$ cat config.mk
export PLATFORM = sky130hd
export DESIGN_NAME = piso_shifter
export DESIGN_NICKNAME = d
export VERILOG_FILES = /design/src/rtl/piso_shifter.sv
export SDC_FILE = /design/constraint.sdc
export NUM_CORES = 1
export LEC_CHECK = 0
export CORE_MARGIN = 2
export CORE_UTILIZATION = 45
export DETAILED_ROUTE_END_ITERATION = 10
export PLACE_DENSITY = 0.7
export SLEW_MARGIN = 20
export SYNTH_ARGS = -nofsm -noshare
export SYNTH_HDL_FRONTEND = slang
export SYNTH_SLANG_ARGS = --single-unit
$ cat constraint.sdc
create_clock -name clk -period 3.1 [get_ports clk]
set_input_delay 0.775 -clock clk [delete_from_list [all_inputs] [get_ports clk]]
set_output_delay 0.775 -clock clk [all_outputs]
set_load 0.02 [all_outputs]
$ cat src/rtl/piso_shifter.sv
// piso_shifter: parametrised parallel-in serial-out shifter with load handshake, stall and frame flags (optional sign fill: PISO_SIGN_FILL_EN)
module piso_shifter #(
    parameter int WIDTH = 64,
    parameter int LEN   = 64,
    parameter int CW    = $clog2(LEN)
) (
    input  logic             clk,
    input  logic             rst,
    input  logic [WIDTH-1:0] x,
    input  logic             ld_valid,
    output logic             ld_ready,
    input  logic             msb_first,
    input  logic             shift_en,
    output logic             out,
    output logic             out_valid,
    output logic             done,
    output logic             busy
);
    typedef enum logic {IDLE, SHIFT} state_t;
    state_t           state_q;
    logic [WIDTH-1:0] shreg_q, shreg_d;
    logic [CW-1:0]    cnt_q;
    logic             order_q, fill, emit, last, accept;
`ifdef PISO_SIGN_FILL_EN
    logic             sign_q;
    assign fill = sign_q;
`else
    assign fill = 1'b0;
`endif
    assign busy     = state_q == SHIFT;
    assign last     = busy & shift_en & (cnt_q == CW'(LEN - 1));
    assign ld_ready = ~busy | last;
    assign accept   = ld_valid & ld_ready;
    assign emit     = order_q ? shreg_q[WIDTH-1] : shreg_q[0];
    // shift away from the emitting end, fill entering at the opposite end
    always_comb shreg_d = order_q ? {shreg_q[WIDTH-2:0], fill} : {fill, shreg_q[WIDTH-1:1]};
    // frame FSM; a load on the last-bit edge overrides the return to IDLE
    always_ff @(posedge clk or posedge rst) begin
        if (rst) begin
            state_q   <= IDLE;
            shreg_q   <= '0;
            cnt_q     <= '0;
            order_q   <= 1'b0;
            out       <= 1'b0;
            out_valid <= 1'b0;
            done      <= 1'b0;
`ifdef PISO_SIGN_FILL_EN
            sign_q    <= 1'b0;
`endif
        end else begin
            if (busy && shift_en) begin
                out       <= emit;
                out_valid <= 1'b1;
                done      <= last;
                shreg_q   <= shreg_d;
                cnt_q     <= cnt_q + CW'(1);
                if (last) state_q <= IDLE;
            end else begin
                out_valid <= 1'b0;
                done      <= 1'b0;
            end
            if (accept) begin
                shreg_q <= x;
                order_q <= msb_first;
                cnt_q   <= '0;
                state_q <= SHIFT;
`ifdef PISO_SIGN_FILL_EN
                sign_q  <= x[WIDTH-1];
`endif
            end
        end
    end
endmodule

Yosys cells after proc, flatten, opt, wreduce, memory -nomap -nowiden
Index checks and enable logic that the tools add are counted.
{ "op_classes": {"mul": 0, "bitwise": 5, "mux": 11, "shift": 0, "n_eq_ne": 1, "magnitude_cmp": 0, "add_sub_neg": 1, "reduce_logical": 4, "n_div": 0} }
{ "op_table": {"columns": ["operator", "count"], "rows": [
  ["64-bit 2-to-1 mux", 3],
  ["6-bit 2-to-1 mux", 2],
  ["6-bit by 1-bit adder with 6-bit output, second input constant", 1],
  ["6-bit equality test, second input constant", 1],
  ["1-bit 2-to-1 mux", 6],
  ["2-bit nonzero test", 2],
  ["1-bit AND", 3],
  ["2-bit AND reduction", 1],
  ["1-bit logical AND", 1],
  ["1-bit inverter", 1],
  ["1-bit bitwise OR", 1]
]} }
{ "totals": {"inputBits": 69, "regBits": 75, "n_memories": 0, "out_inout_bits": 5, "mem_bits_ro": 0, "ram_bits": 0, "latch_bits": 0, "wordCells": 29} }

Depth between registers and ports, before layout
Gate-level depths: netlist (run 1).
{ "logic_depth": {"depth_word": 6, "mapped_depth": 7, "ltp_nobuf": 5} }

Least setup slack after synthesis (run 1)
OpenSTA, ideal clock, no wires.
{ "synth_path": {"kind": "input port to output port", "from": "input port shift_en", "to": "output port ld_ready", "slack_ns": 0.894, "t_arrival_ns": 1.431, "required_time_ns": 2.325, "n_path_buf": 0, "stages": 2, "path_cell_list": "nand4_1 > o21ai_0"} }
{ "synth_via": {"elab_chain_len": 3} }
{ "synth_lines": {"columns": ["element", "line_no", "rtl"], "rows": [
  ["from (decl)", "13", "input logic shift_en,"],
  ["1-bit AND (2 in series)", "31", "assign last = busy & shift_en & (cnt_q == CW'(LEN - 1));"],
  ["1-bit bitwise OR", "32", "assign ld_ready = ~busy | last;"],
  ["to (decl)", "11", "output logic ld_ready,"]
]} }
No other way between the ends.

Final worst setup path (run 1)
Same ends and word-level chain as after synthesis.

==> results of run 1 <==
registers in the layout, summed over array words and instances, names as in the netlist:
register,cells
shreg_q,64
cnt_q,6
busy,1
done,1
order_q,1
out,1
out_valid,1
how the worst max path moves through the flow:
stage | to | slack, ns | depth (start not counted)
5_1_grt | ld_ready | 0.33 | 4
4_1_cts | ld_ready | 0.02 | 4
6_report | ld_ready | 0.42 | 4
3_5_place_dp | ld_ready | 0.03 | 4
3_3_place_gp | ld_ready | 0.08 | 4
2_1_floorplan | busy$_DFFE_PP0P_ | 0.42 | 1
final cells by class:
cell class | count | area (sq um) | share of cell area
Clock buffer | 10 | 138 | 0.0266
Clock inverter | 5 | 125 | 0.0242
Inverter | 3 | 11.3 | 0.00218
Multi-Input combinational cell | 271 | 1990 | 0.385
Sequential cell | 75 | 1880 | 0.364
Tap cell | 108 | 135 | 0.0261
Timing Repair Buffer | 87 | 888 | 0.172
cell families (layout without fill, tap and decap cells):
family | count (synthesis) | after routing | share of synthesized area
adder cells (fa/ha/maj) | 1 | 1 | 0.00309
AO/OA/AOI/OAI | 132 | 132 | 0.240
flip-flops | 75 | 75 | 0.464
buffers and inverters | 37 | 105 | 0.0455
AND/OR/NAND/NOR | 69 | 69 | 0.0773
XOR/XNOR | 4 | 4 | 0.00866
multiplexers | 65 | 65 | 0.161
worst register-to-register path, cell delays in order, from the launching register on:
cell,delay (ns)
dfrtp_1,0.40
ha_1,0.25
and3_1,0.22
a21oi_4,0.38
buf_4,0.33
o22ai_1,0.12
a21oi_1,0.14
synthesized netlist by cell type, drive strengths merged:
cell type  instances
a21o               1
a21oi             43
a221oi            12
and2b              1
and3               2
and4               1
buf               22
clkbuf            12
dfrtp             75
ha                 1
inv                3
mux2               2
mux2i             63
nand2             12
nand3             16
nand3b             1
nand4              3
nor2              32
nor3               1
o21ai             14
o221a             13
o22ai             37
o31a              12
xor2               4
through the flow:
| stage | hold slack [ns] | setup slack [ns] | utilization |
|---|---|---|---|
| final | 0.502 | 0.416 | 0.593 |
| after global routing | 0.530 | 0.329 | 0.593 |
| after CTS | 0.500 | 0.0196 | 0.593 |
| after detailed placement | 0.483 | 0.0307 | 0.562 |
| after global placement | 0.473 | 0.0795 | 0.562 |
| after floorplan | 0.457 | 0.415 | - |
per-layer routing:
| layer | up-vias | GRT usage | share of wire |
|---|---|---|---|
| met4 | 0 | 0.0485 | 0.0051 |
| li1 | 1586 | - | - |
| met1 | 1597 | 0.263 | 0.48 |
| met3 | 4 | 0.0461 | 0.039 |
| met5 | - | 0 | 0 |
| met2 | 66 | 0.311 | 0.48 |
power breakdown:
part	total (mW)	switching, mW	internal, mW
Clock	0.995	0.362	0.633
Combinational	0.832	0.355	0.477
Sequential	1.59	0.305	1.28
Total	3.41	1.02	2.39
==> results.json, run 1 <==
{
  "holdPathStages": 2,
  "hp-start": "cnt_q[1]$_DFFE_PP0P_",
  "synth_top_area_cell": "dfrtp_1",
  "nFillCells": 777,
  "min_period_ns": 2.68,
  "postCtsHoldBufs": 0,
  "cts_buffers": 9,
  "yosysUniqueCellTypes": 29,
  "cp_data_arrival_time_ns": 1.91,
  "die_area_sq_um": 9760,
  "cp_top_family": "buffers and inverters",
  "worstPathMaxFanout": 2,
  "syn_inst": 383,
  "syn_area_sq_um": 4050,
  "clock.fmax_mhz": 373,
  "viasPerCell": 5.82,
  "die_x_microns": 98.8,
  "gp_routability_congestion": 0.805,
  "stdcell_count": 559,
  "ys_seq_area_frac": 0.464,
  "final_layout_size_suffix_gt1_frac": 0.137,
  "syn_area_per_cell_sq_um": 10.6,
  "remaining_drc_errors": 0,
  "ctsResizeCount": 0,
  "tns_ns": 0,
  "cts_tree": "built",
  "finalClockSkew_ns": 0.0116,
  "drt_iter0_markers": 159,
  "htreeDepth": 3,
  "worstPathRequired_ns": 2.32,
  "dp_hpwl_mm": 6.11,
  "cts-root-buf": "clkbuf_8",
  "rows": 34,
  "core_area_sq_um": 8720,
  "cp-end-kind": "output port",
  "r2r_start": "cnt_q[0]$_DFFE_PP0P_",
  "clock_latency_ns": 0.35,
  "hold_end": "cnt_q[1]$_DFFE_PP0P_",
  "worst-r2r-setup-slack_ns": 1.17,
  "final_cell_mix": "dfrtp_1, clkdlybuf4s50_1, mux2i_1, a21oi_1, o22ai_1",
  "vdd_ir_drop_max_v": 0.000343,
  "synth-seq-cells": 75,
  "start_util": 0.464,
  "vias": 3253,
  "ff2ff_path_depth": 6,
  "yosysWarnings": 0,
  "critPathKind": "in -> out",
  "setup.worst_path.start_class": "input pin",
  "power_leakage_nw": 1.99,
  "grt_usage": 0.193,
  "rsz0062_at_grt": "no",
  "postRouteAntennaNets": 0,
  "fin_nets": 517,
  "cts_setup_buffers": 0,
  "clk_path_buf_depth": 2,
  "max_cap_violations": 0,
  "crit_path_cell_trace": "clkdlybuf4s50_1 > nand4_1 > o21ai_0 > dlymetal6s2s_1",
  "io-pin-count": 74,
  "drt_first_pass_iters": 4,
  "hp-class": "reg -> reg",
  "crit_buf_inv": 2,
  "layout_commonest_cell": "dfrtp_1",
  "startpoint": "shift_en",
  "clkTransAtPathRegs_ns": 0.07,
  "r2r-end": "shreg_q[20]$_DFFE_PP0P_",
  "cts_num_sinks": 75,
  "grt_pass1_vias": 3231,
  "status": "complete, no violations",
  "antenna_found_initial": 0,
  "die-height_microns": 98.8,
  "placed_cells": 544,
  "slowest_stage": "clkdlybuf4s50_1",
  "period_share": 0.866,
  "area_growth_pct": 27.8,
  "maxSlewViolCount": 0,
  "synth.area.top_cells": "dfrtp_1, mux2i_1, o22ai_1, a21oi_1, a221oi_2",
  "dpl-instance-area_sq_um": 4900,
  "grt_max_degree": 67,
  "worst_pin_slew_ns": 0.586,
  "final_area_sq_um": 5170,
  "cellPowerDensity_nw_per_um2": 660,
  "maxSlewHeadroom": 0.609,
  "grt-ovfl-total": 0,
  "hold_viol_final": 0,
  "diodes": 0,
  "io_buffers": 73,
  "setup_viol": 0,
  "synth_top_area_share": 0.464,
  "grt_pass1_wl_mm": 15.4,
  "synth_nets": 453,
  "fin_total_pwr_mw": 3.41,
  "wirelength_mm": 9.19,
  "wl_per_cell_microns": 16.4,
  "crit_path_max_incr_delay_ns": 0.49
}
Note: power is estimated with default switching activity, not from simulation.
==> inputs of run 2 (changes only) <==
CORE_ASPECT_RATIO = 0.7   (was not set)
==> run 2 against run 1 <==
Effect of this change:
- sequential share of layout area is 0.19 points higher
- via count is 2.5% higher
- critical path depth stayed put
- first-iteration DRC count is 71% higher
- utilization is 0.63 points higher
- clock-buffer cell count is 5 higher
- combinational power is 1% lower
- total power is 2.3% lower
- non-clock buffer count is 2 lower
- cell count is 1.8% higher
- critical path type unchanged
==> results.json, run 2 (same netlist as run 1, synthesis figures left out) <==
{
  "htreeDepth": 3,
  "finalClockSkew_ns": 0.00354,
  "dpl-instance-area_sq_um": 4890,
  "wirelength_mm": 9.60,
  "max_cap_violations": 0,
  "nFillCells": 752,
  "hp-class": "reg -> reg",
  "cts-root-buf": "clkbuf_16",
  "diodes": 0,
  "placed_cells": 554,
  "cellPowerDensity_nw_per_um2": 649,
  "cts_buffers": 9,
  "dpl_worst_slack_ns": 0.0836,
  "maxSlewHeadroom": 0.420,
  "tns_ns": 0,
  "crit_path_max_incr_delay_ns": 0.48,
  "area_growth_pct": 27.1,
  "cp_data_arrival_time_ns": 1.84,
  "clock_latency_ns": 0.33,
  "dp_hpwl_mm": 6.29,
  "clock.fmax_mhz": 382,
  "setup.worst_path.start_class": "input pin",
  "slowest_stage": "clkdlybuf4s50_1",
  "crit_path_cell_trace": "clkdlybuf4s50_1 > nand4_1 > o21ai_0 > dlymetal6s2s_1",
  "wl_per_cell_microns": 16.9,
  "period_share": 0.844,
  "grt-ovfl-total": 0,
  "status": "complete, no violations",
  "regMostFlops": "shreg_q",
  "layout_commonest_cell": "dfrtp_1",
  "die-height_microns": 83.3,
  "grt_usage": 0.203,
  "fin_hold_ws_ns": 0.489,
  "drt_iter0_markers": 272,
  "drt_first_pass_iters": 5,
  "postRouteAntennaNets": 0,
  "critPathKind": "in -> out",
  "grt_max_degree": 76,
  "io-pin-count": 74,
  "rsz0062_at_grt": "no",
  "antenna_found_initial": 0,
  "gp_routability_congestion": 0.785,
  "cp-end-kind": "output port",
  "remaining_drc_errors": 0,
  "vias": 3335,
  "utilization": 0.599,
  "seq_area_sq_um": 1880,
  "stdcell_count": 569,
  "setup_slack_ns": 0.484,
  "power_leakage_nw": 1.96,
  "largest_register_ffs": 64,
  "grt_pass1_vias": 3206,
  "setup_viol": 0,
  "met1_usage": 0.297,
  "grt_use_met2": 0.296,
  "gr-max-usage-layer": "met1",
  "multi_input_area_sq_um": 1990,
  "die_area_sq_um": 9780,
  "clkTransAtPathRegs_ns": 0.05,
  "start_util": 0.471,
  "largestRegisters": "shreg_q: 64 flops, cnt_q: 6 flops",
  "grt.met3_usage": 0.0522,
  "worst_pin_slew_ns": 0.870,
  "cts_setup_buffers": 0,
  "cts_tree": "built",
  "crit_buf_inv": 2,
  "cp_top_family": "buffers and inverters",
  "maxSlewViolCount": 0,
  "grt_pass1_wl_mm": 16.2,
  "worstPathMaxFanout": 2,
  "min_period_ns": 2.62,
  "worstPathRequired_ns": 2.32,
  "postCtsHoldBufs": 0,
  "rows": 28,
  "cts_num_sinks": 75,
  "final_area_sq_um": 5140,
  "viasPerCell": 5.86,
  "fin_nets": 515,
  "clk_path_buf_depth": 2,
  "io_buffers": 73,
  "core_area_sq_um": 8580,
  "final_cell_mix": "dfrtp_1, clkdlybuf4s50_1, mux2i_1, a21oi_1, o22ai_1",
  "die_x_microns": 117,
  "hold_viol_final": 0,
  "fin_total_pwr_mw": 3.34,
  "ctsResizeCount": 0,
  "vdd_ir_drop_max_v": 0.000418,
  "final_layout_size_suffix_gt1_frac": 0.120
}
[run 2: cell count changes in the layout (fill, tap and decap cells not counted), sizes merged]
cell / delta
clkinv: -1
bufinv: -4
clkbuf: +5
buf: -2
[run 2: report_power, final]
part,leakage [nW],internal [mW],total [mW],switching (mW)
Combinational,1.08,0.477,0.820,0.343
Clock,0.118,0.539,0.901,0.362
Sequential,0.763,1.28,1.61,0.331
[run 2: final cells by class]
| type | count | share of cell area |
|---|---|---|
| multi-input combinational | 271 | 0.387 |
| sequential | 75 | 0.366 |
| timing repair buffer | 85 | 0.167 |
| clock buffer | 15 | 0.0482 |
| tap | 120 | 0.0292 |
| inverter | 3 | 0.00219 |
[run 2: path summary, 6_finish.rpt]
kind | startpoint | to | slack (ns) | depth (start not counted)
worst max-delay path | shift_en | ld_ready | 0.48 | 4
worst min-delay path | out$_DFFE_PP0P_ | out$_DFFE_PP0P_ | 0.49 | 2
worst max register to register | busy$_DFFE_PP0P_ | cnt_q[0]$_DFFE_PP0P_ | 1.17 | 6
worst min register to register | out$_DFFE_PP0P_ | out$_DFFE_PP0P_ | 0.49 | 2
max in group asynchronous | rst | order_q$_DFFE_PP0P_ | 1.90 | 3
min in group asynchronous | rst | shreg_q[25]$_DFFE_PP0P_ | 0.85 | 3
[run 2: metal layers]
metal | share of wire | wire length (microns)
met1 | 0.50 | 4780
met2 | 0.44 | 4240
met3 | 0.051 | 492
met4 | 0.0088 | 84
met5 | 0 | 0
[run 2: tightest hold or removal path, cell delays in order (launching register included)]
cell and delay [ns]:
dfrtp_1 0.34, nand2_1 0.05, o21ai_0 0.06
